===== config.mk =====
export PLATFORM = sky130hd
export DESIGN_NAME = div_ctrl_flat
export DESIGN_NICKNAME = d
export VERILOG_FILES = /design/src/rtl/confused_pkg.sv /design/src/rtl/div_ctrl_if.sv /design/src/rtl/div_cache.sv /design/src/rtl/div_ctrl.sv /design/src/flat_wrapper.sv
export SDC_FILE = /design/constraint.sdc
export NUM_CORES = 1
export LEC_CHECK = 0
export BUFFER_PORTS_ARGS = -buffer_cell sky130_fd_sc_hd__buf_2
export CAP_MARGIN = 20
export CELL_PAD_IN_SITES_DETAIL_PLACEMENT = 1
export CELL_PAD_IN_SITES_GLOBAL_PLACEMENT = 2
export CORE_ASPECT_RATIO = 2
export CORE_MARGIN = 5
export CORE_UTILIZATION = 37
export DETAILED_ROUTE_END_ITERATION = 8
export PLACE_DENSITY = 0.77
export SETUP_SLACK_MARGIN = 0.5
export SLEW_MARGIN = 20
export SYNTH_ARGS = -nofsm -noshare
export SYNTH_HDL_FRONTEND = slang
export SYNTH_SLANG_ARGS = --single-unit

===== constraint.sdc =====
create_clock -name clk -period 2.1 [get_ports clk]
set_input_delay 0.42 -clock clk [delete_from_list [all_inputs] [get_ports clk]]
set_output_delay 0.42 -clock clk [all_outputs]
set_load 0.02 [all_outputs]

===== src/rtl/confused_pkg.sv =====
// Shared definitions for the divide/modulo controller: data width, request
// op encodings, controller state encoding and the divide-by-zero result rule.
package confused_pkg;

   localparam int DATA_W = 16;

   typedef enum logic {
      OP_DIV = 1'b0,
      OP_MOD = 1'b1
   } op_e;

   typedef enum logic [1:0] {
      ST_IDLE   = 2'd0,
      ST_LAUNCH = 2'd1,
      ST_WAIT   = 2'd2,
      ST_RESP   = 2'd3
   } state_e;

   // A zero divisor never reaches the divider: a divide saturates to all
   // ones, while a modulo hands the dividend back unchanged.
   function automatic logic [DATA_W-1:0] dbz_result(op_e op, logic [DATA_W-1:0] a);
      return (op == OP_MOD) ? a : '1;
   endfunction

endpackage


===== src/rtl/div_ctrl_if.sv =====
// Core-side request/response bundle of the divide controller.
// master = the core issuing requests, slave = the controller.
interface div_ctrl_if;
   import confused_pkg::*;

   logic              req_valid;
   logic              req_ready;
   logic              req_op;
   logic [DATA_W-1:0] req_a;
   logic [DATA_W-1:0] req_b;
   logic              resp_valid;
   logic              resp_ready;
   logic [DATA_W-1:0] resp_data;
   logic              resp_dbz;
   logic              resp_err;

   modport master (
      output req_valid, req_op, req_a, req_b, resp_ready,
      input  req_ready, resp_valid, resp_data, resp_dbz, resp_err
   );

   modport slave (
      input  req_valid, req_op, req_a, req_b, resp_ready,
      output req_ready, resp_valid, resp_data, resp_dbz, resp_err
   );

endinterface


===== src/rtl/div_cache.sv =====
// Single-entry result cache: remembers the last divider operands together
// with both quotient and remainder, so either op on the same operands hits.
module div_cache
   import confused_pkg::*;
(
   input  logic              clk,
   input  logic              reset,
   input  logic              flush,
   input  logic              fill,
   input  logic [DATA_W-1:0] fill_a,
   input  logic [DATA_W-1:0] fill_b,
   input  logic [DATA_W-1:0] fill_quot,
   input  logic [DATA_W-1:0] fill_rem,
   input  logic [DATA_W-1:0] lookup_a,
   input  logic [DATA_W-1:0] lookup_b,
   output logic              hit,
   output logic [DATA_W-1:0] hit_quot,
   output logic [DATA_W-1:0] hit_rem
);

   logic              valid_q, valid_d;
   logic [DATA_W-1:0] a_q, a_d;
   logic [DATA_W-1:0] b_q, b_d;
   logic [DATA_W-1:0] quot_q, quot_d;
   logic [DATA_W-1:0] rem_q, rem_d;

   // Entry update: a flush always beats a fill arriving on the same edge.
   always_comb begin
      valid_d = valid_q;
      a_d     = a_q;
      b_d     = b_q;
      quot_d  = quot_q;
      rem_d   = rem_q;
      if (flush) begin
         valid_d = 1'b0;
      end else if (fill) begin
         valid_d = 1'b1;
         a_d     = fill_a;
         b_d     = fill_b;
         quot_d  = fill_quot;
         rem_d   = fill_rem;
      end
   end

   // Entry storage; reset only needs to drop the valid bit but clears all.
   always_ff @(posedge clk or negedge reset) begin
      if (!reset) begin
         valid_q <= 1'b0;
         a_q     <= '0;
         b_q     <= '0;
         quot_q  <= '0;
         rem_q   <= '0;
      end else begin
         valid_q <= valid_d;
         a_q     <= a_d;
         b_q     <= b_d;
         quot_q  <= quot_d;
         rem_q   <= rem_d;
      end
   end

   // Hit compare against the live request operands.
   always_comb begin
      hit      = valid_q && (lookup_a == a_q) && (lookup_b == b_q);
      hit_quot = quot_q;
      hit_rem  = rem_q;
   end

endmodule


===== src/rtl/div_ctrl.sv =====
// Divide/modulo controller: accepts core requests, answers zero-divisor and
// cached requests directly, otherwise launches the external divider and
// waits for it with a timeout.
module div_ctrl
   import confused_pkg::*;
#(
   parameter int TIMEOUT = 24
) (
   input  logic              clk,
   input  logic              reset,
   div_ctrl_if.slave         bus,
   output logic              stall,
   output logic              div_start,
   output logic [DATA_W-1:0] div_dividend,
   output logic [DATA_W-1:0] div_divisor,
   input  logic              div_done,
   input  logic [DATA_W-1:0] div_quot,
   input  logic [DATA_W-1:0] div_rem,
   input  logic              flush
);

   localparam logic [4:0] TO_LAST = 5'(TIMEOUT - 1);

   state_e            state_q, state_d;
   op_e               op_q, op_d;
   logic [DATA_W-1:0] a_q, a_d;
   logic [DATA_W-1:0] b_q, b_d;
   logic [4:0]        cnt_q, cnt_d;
   logic              flush_seen_q, flush_seen_d;
   logic [DATA_W-1:0] resp_data_q, resp_data_d;
   logic              resp_dbz_q, resp_dbz_d;
   logic              resp_err_q, resp_err_d;
   logic              fill;
   logic              hit;
   logic [DATA_W-1:0] hit_quot;
   logic [DATA_W-1:0] hit_rem;

   div_cache u_cache (
      .clk       (clk),
      .reset     (reset),
      .flush     (flush),
      .fill      (fill),
      .fill_a    (a_q),
      .fill_b    (b_q),
      .fill_quot (div_quot),
      .fill_rem  (div_rem),
      .lookup_a  (bus.req_a),
      .lookup_b  (bus.req_b),
      .hit       (hit),
      .hit_quot  (hit_quot),
      .hit_rem   (hit_rem)
   );

   // State and datapath registers; reset abandons any operation in flight.
   always_ff @(posedge clk or negedge reset) begin
      if (!reset) begin
         state_q      <= ST_IDLE;
         op_q         <= OP_DIV;
         a_q          <= '0;
         b_q          <= '0;
         cnt_q        <= '0;
         flush_seen_q <= 1'b0;
         resp_data_q  <= '0;
         resp_dbz_q   <= 1'b0;
         resp_err_q   <= 1'b0;
      end else begin
         state_q      <= state_d;
         op_q         <= op_d;
         a_q          <= a_d;
         b_q          <= b_d;
         cnt_q        <= cnt_d;
         flush_seen_q <= flush_seen_d;
         resp_data_q  <= resp_data_d;
         resp_dbz_q   <= resp_dbz_d;
         resp_err_q   <= resp_err_d;
      end
   end

   // Next state: zero divisor and cache hits skip the divider entirely.
   always_comb begin
      state_d = state_q;
      case (state_q)
         ST_IDLE: begin
            if (bus.req_valid) begin
               state_d = ((bus.req_b == '0) || hit) ? ST_RESP : ST_LAUNCH;
            end
         end
         ST_LAUNCH: state_d = ST_WAIT;
         ST_WAIT: begin
            if (div_done || (cnt_q == TO_LAST)) begin
               state_d = ST_RESP;
            end
         end
         ST_RESP: begin
            if (bus.resp_ready) begin
               state_d = ST_IDLE;
            end
         end
         default: state_d = ST_IDLE;
      endcase
   end

   // Datapath: operand capture, wait counter, flush tracking and response
   // fields, which are only written on the way into RESP so they hold there.
   always_comb begin
      op_d         = op_q;
      a_d          = a_q;
      b_d          = b_q;
      cnt_d        = cnt_q;
      flush_seen_d = flush_seen_q;
      resp_data_d  = resp_data_q;
      resp_dbz_d   = resp_dbz_q;
      resp_err_d   = resp_err_q;
      fill         = 1'b0;
      case (state_q)
         ST_IDLE: begin
            if (bus.req_valid) begin
               op_d         = op_e'(bus.req_op);
               a_d          = bus.req_a;
               b_d          = bus.req_b;
               cnt_d        = '0;
               flush_seen_d = 1'b0;
               resp_dbz_d   = 1'b0;
               resp_err_d   = 1'b0;
               if (bus.req_b == '0) begin
                  resp_data_d = dbz_result(op_e'(bus.req_op), bus.req_a);
                  resp_dbz_d  = 1'b1;
               end else if (hit) begin
                  resp_data_d = (op_e'(bus.req_op) == OP_MOD) ? hit_rem : hit_quot;
               end
            end
         end
         ST_LAUNCH: begin
            cnt_d = '0;
            if (flush) begin
               flush_seen_d = 1'b1;
            end
         end
         ST_WAIT: begin
            cnt_d = cnt_q + 5'd1;
            if (flush) begin
               flush_seen_d = 1'b1;
            end
            if (div_done) begin
               resp_data_d = (op_q == OP_MOD) ? div_rem : div_quot;
               resp_dbz_d  = 1'b0;
               resp_err_d  = 1'b0;
               fill        = !flush && !flush_seen_q;
            end else if (cnt_q == TO_LAST) begin
               resp_data_d = '0;
               resp_dbz_d  = 1'b0;
               resp_err_d  = 1'b1;
            end
         end
         default: ;
      endcase
   end

   // Outputs decoded from state plus the registered operands and response.
   always_comb begin
      bus.req_ready  = (state_q == ST_IDLE);
      bus.resp_valid = (state_q == ST_RESP);
      bus.resp_data  = resp_data_q;
      bus.resp_dbz   = resp_dbz_q;
      bus.resp_err   = resp_err_q;
      div_start      = (state_q == ST_LAUNCH);
      div_dividend   = a_q;
      div_divisor    = b_q;
      stall          = (bus.req_valid && (state_q != ST_IDLE)) ||
                       (state_q == ST_LAUNCH) || (state_q == ST_WAIT);
   end

endmodule


===== src/flat_wrapper.sv =====
// flat-port wrapper written by rule: the top's interface ports become plain ports
module div_ctrl_flat import confused_pkg::*;
#(
   parameter int TIMEOUT = 24
)
  (clk, reset, stall, div_start, div_dividend, div_divisor, div_done, div_quot, div_rem, flush, bus_req_valid, bus_req_op, bus_req_a, bus_req_b, bus_resp_ready, bus_req_ready, bus_resp_valid, bus_resp_data, bus_resp_dbz, bus_resp_err);
  div_ctrl_if bus_i ();
  input  logic clk;
  input  logic reset;
  output logic stall;
  output logic div_start;
  output logic [DATA_W-1:0] div_dividend;
  output logic [DATA_W-1:0] div_divisor;
  input  logic div_done;
  input  logic [DATA_W-1:0] div_quot;
  input  logic [DATA_W-1:0] div_rem;
  input  logic flush;
  input wire logic [$bits(bus_i.req_valid)-1:0] bus_req_valid;
  input wire logic [$bits(bus_i.req_op)-1:0] bus_req_op;
  input wire logic [$bits(bus_i.req_a)-1:0] bus_req_a;
  input wire logic [$bits(bus_i.req_b)-1:0] bus_req_b;
  input wire logic [$bits(bus_i.resp_ready)-1:0] bus_resp_ready;
  output wire logic [$bits(bus_i.req_ready)-1:0] bus_req_ready;
  output wire logic [$bits(bus_i.resp_valid)-1:0] bus_resp_valid;
  output wire logic [$bits(bus_i.resp_data)-1:0] bus_resp_data;
  output wire logic [$bits(bus_i.resp_dbz)-1:0] bus_resp_dbz;
  output wire logic [$bits(bus_i.resp_err)-1:0] bus_resp_err;
  assign bus_i.req_valid = bus_req_valid;
  assign bus_i.req_op = bus_req_op;
  assign bus_i.req_a = bus_req_a;
  assign bus_i.req_b = bus_req_b;
  assign bus_i.resp_ready = bus_resp_ready;
  assign bus_req_ready = bus_i.req_ready;
  assign bus_resp_valid = bus_i.resp_valid;
  assign bus_resp_data = bus_i.resp_data;
  assign bus_resp_dbz = bus_i.resp_dbz;
  assign bus_resp_err = bus_i.resp_err;
  div_ctrl #(.TIMEOUT(TIMEOUT)) u_core (.clk(clk), .reset(reset), .bus(bus_i), .stall(stall), .div_start(div_start), .div_dividend(div_dividend), .div_divisor(div_divisor), .div_done(div_done), .div_quot(div_quot), .div_rem(div_rem), .flush(flush));
endmodule

==> summary.txt <==
STA
  – Final Cycle Share: 0.9991
  – Final Hold Fails: 0
  – Worst hold margin: 251.7 ps
  – Total negative slack: 0 ps
  – Worst-Margin Slew: 366.1 ps
  – Worst rel slew slack: 0.7560
  – Slew Viols, Final: 0
  – Tmin final: 2098 ps
  – Final clock skew: 15.42 ps
  – Final WS setup: 1.831 ps
  – # setup viols final: 0
  – RSZ-0062 raised after global routing: true
  – Fmax achieved: 476.6 MHz

Global routing
  – Global-route wire length before repair: 30,970 um
  – Tot GR Track Use: 0.2183
  – Pin count of the biggest net entering global routing: 66
  – Vias in the first global route: 5,264
  – Initial antenna violation count: 1
  – Grt ovf: 0

Synth
  – Synth Cell Area: 6000 um2
  – Synth Area per Inst: 12.71 um2
  – FF+latch count, synth: 124
  – Synthesized Nets: 548
  – Proportion of synthesized area in mux cells: 0.2450
  – Ys Warns: 0
  – Synth Area in Simple Gates: 0.09009
  – Synth Instances: 472
  – XOR/XNOR share of the synthesized area: 0.04526
  – Synth Area in Compound Gates: 0.06215
  – Largest family of logic cells by synthesized area: multiplexers
  – Post-synthesis adder-cell area fraction: 0.01043
  – Register area share after synthesis: 0.5172
  – Yosys cell types: 39

Clock network
  – Clock latency on the worst-skew pair: 420 ps
  – CTS root buffer: clkbuf_16
  – Clock transition at path regs: 70 ps
  – H-tree depth: 4
  – Total clock buffers created by CTS: 17
  – Clock sinks: 124
  – Clock buffer depth: 2
  – CTS tree: done

Power and ir drop
  – Cell Pwr Density: 1554 nW/um2
  – Power share of the clock group: 0.219
  – Max VDD drop: 658.3 uV
  – Sw frac: 0.3528
  – Internal power: 8.887 mW
  – Total chip power: 13.73 mW
  – Flop pwr share: 0.324
  – Reported net switching power: 4.845 mW
  – Comb power frac: 0.458
  – P_leak: 4.075 nW

Flow run
  – Reported max-cap violation count: 0

Routing
  – Pre-antenna DRT Iters: 4
  – Antenna-violating nets left: 0
  – Number of remaining DRC errors: 0
  – Mean routed wirelength per cell: 23.55 um
  – Drt total wl: 20,820 um
  – 1st-iter DRT viols: 146
  – Metal3 WL: 890 um
  – Top Layer Used: met5
  – DRT met1 WL: 8223 um
  – Via density: 5.381
  – DR vias: 4,757
  – Met2 Routed Length: 10,990 um

Floorplanning
  – Row Count: 66
  – Die height: 190.1 um
  – Initial Utilization: 0.3726
  – Core area: 16,100 um2
  – DIE WIDTH: 100.0 um
  – Die Footprint: 19,020 um2
  – Io pins: 125

Setup path
  – Slowest CP cell: dfrtp_1
  – Critical path peak fanout: 9
  – Crit-path max cell delay: 420 ps
  – Worst path cell trace: xnor2_2 > nand4_1 > nor4_4 > a31oi_4 > nor2_8 > buf_12 > mux2_2
  – Worst EP required: 2410 ps
  – Critical path startpoint category: register
  – Critical Path AT: 2410 ps
  – CP Capture Type: register
  – Crit Path Class: register to register

Finish
  – Post-layout util: 0.5488
  – Area grow syn2layout: 47.30%
  – # diodes: 0
  – Post-route cell area: 8837 um2
  – Layout cells sized above 1: 0.5574
  – Most frequent cells in the layout: dfrtp_1, buf_2, mux2_4
  – Most common cell after layout, fill and taps aside: dfrtp_1
  – Fin nets: 744
  – Count of non-filler cells in the finished layout: 884

Run status
  – Status: complete, no violations

Placement
  – Placed instance area: 7141 um2
  – Placed insts: 807
  – Setup WS pre-CTS: -135.8 ps
  – DP Wirelength: 12,130 um
  – Port buffer count: 124
  – RePlAce Congestion: 0.7842

Hold path
  – Hold Crit Class: primary input to register
-- final timing paths --
check | start | cells after the start | end | slack (ps)
worst max-delay path | u_core.u_cache.a_q[4]$_DFFE_PN0P_ | 7 | u_core.bus.resp_data[4]$_DFFE_PN0P_ | 2
min in group asynchronous | reset | 2 | u_core.div_divisor[7]$_DFFE_PN0P_ | 350
worst min-delay path | div_quot[1] | 2 | u_core.u_cache.hit_quot[1]$_DFFE_PN0P_ | 250
max in group asynchronous | reset | 3 | u_core.bus.resp_data[3]$_DFFE_PN0P_ | 1200
worst min register to register | u_core.u_cache.valid_q$_DFFE_PN0P_ | 1 | u_core.u_cache.valid_q$_DFFE_PN0P_ | 510
worst max register to register | u_core.u_cache.a_q[4]$_DFFE_PN0P_ | 7 | u_core.bus.resp_data[4]$_DFFE_PN0P_ | 2
-- power groups by stage --
stage	Clock (mW)	Combinational [mW]	Sequential [mW]
after floorplan	0	2.70	4.68
after global placement	0	4.57	4.28
after detailed placement	0	4.69	4.35
after CTS	3.01	5.52	4.36
after global routing	3.16	6.67	4.57
final	3.00	6.28	4.45
-- cell type report --
class	count	area (um2)
clock buffer	19	442.9
clock inverter	12	147.6
fill	1654	7266
inverter	5	21.27
multi-input combinational	317	3167
sequential	124	3104
tap	204	255.2
timing repair buffer	203	1699
-- cells by family (layout without fill, tap and decap cells) --
kind of cell,after synthesis,count (layout)
mux,129,129
xor+xnor,31,31
compound gates,53,53
fa+ha+maj,5,5
flops,124,124
simple gates,99,99
buf+inv,31,239
-- state kept, by name, indices dropped and copies added (netlist names), 2 cells and up --
signal and cells:
u_core.cnt_q 5, u_core.u_cache.b_q 16, u_core.bus.resp_data 16, u_core.div_dividend 16
u_core.u_cache.hit_rem 16, u_core.u_cache.a_q 16, u_core.u_cache.hit_quot 16, u_core.div_divisor 16
u_core.state_q 2
-- layer usage --
layer  track usage  up-vias
li1              -     2099
met1        0.2581     2466
met2        0.3806      146
met3       0.04954       44
met4       0.08355        2
met5             0        -
-- worst max-delay path: cells and delay by family (launching register included) --
family	cells	cell delay [ps]
multiplexers	1	330
flip-flops	1	420
XOR/XNOR	1	180
AO/OA/AOI/OAI	1	170
buffers and inverters	1	150
AND/OR/NAND/NOR	3	750
-- synthesized netlist by cell type, drive strengths merged --
library cell	n	area, um2
a21o	1	7.510
a21oi	5	25.02
a22o	1	8.760
a311o	16	160.2
a31oi	2	27.53
and2	1	6.260
and4	1	8.760
buf	17	126.4
clkbuf	9	33.78
dfrtp	124	3103
ha	5	62.56
inv	5	18.77
mux2	113	1310
mux2i	16	160.2
nand2	47	181.4
nand2b	5	31.28
nand3	4	20.02
nand4	8	50.05
nand4b	1	8.760
nor2	3	27.53
nor2b	3	18.77
nor3	20	100.1
nor3b	1	7.510
nor4	5	80.08
o211ai	1	7.510
o21ai	26	130.1
o22ai	1	6.260
xnor2	31	271.5
-- what timing repair did --
action | 4_1_cts | 5_1_grt
pin swaps | 6 | 17
endpoints found under the setup margin | 126 | 124
resized for setup | 77 | 60
setup buffers | 19 | 15
cloned | 11 | 0
hold endpoints to repair | 1 | 0
hold buffers | 1 | 0
(Power assumes the default switching activity.)
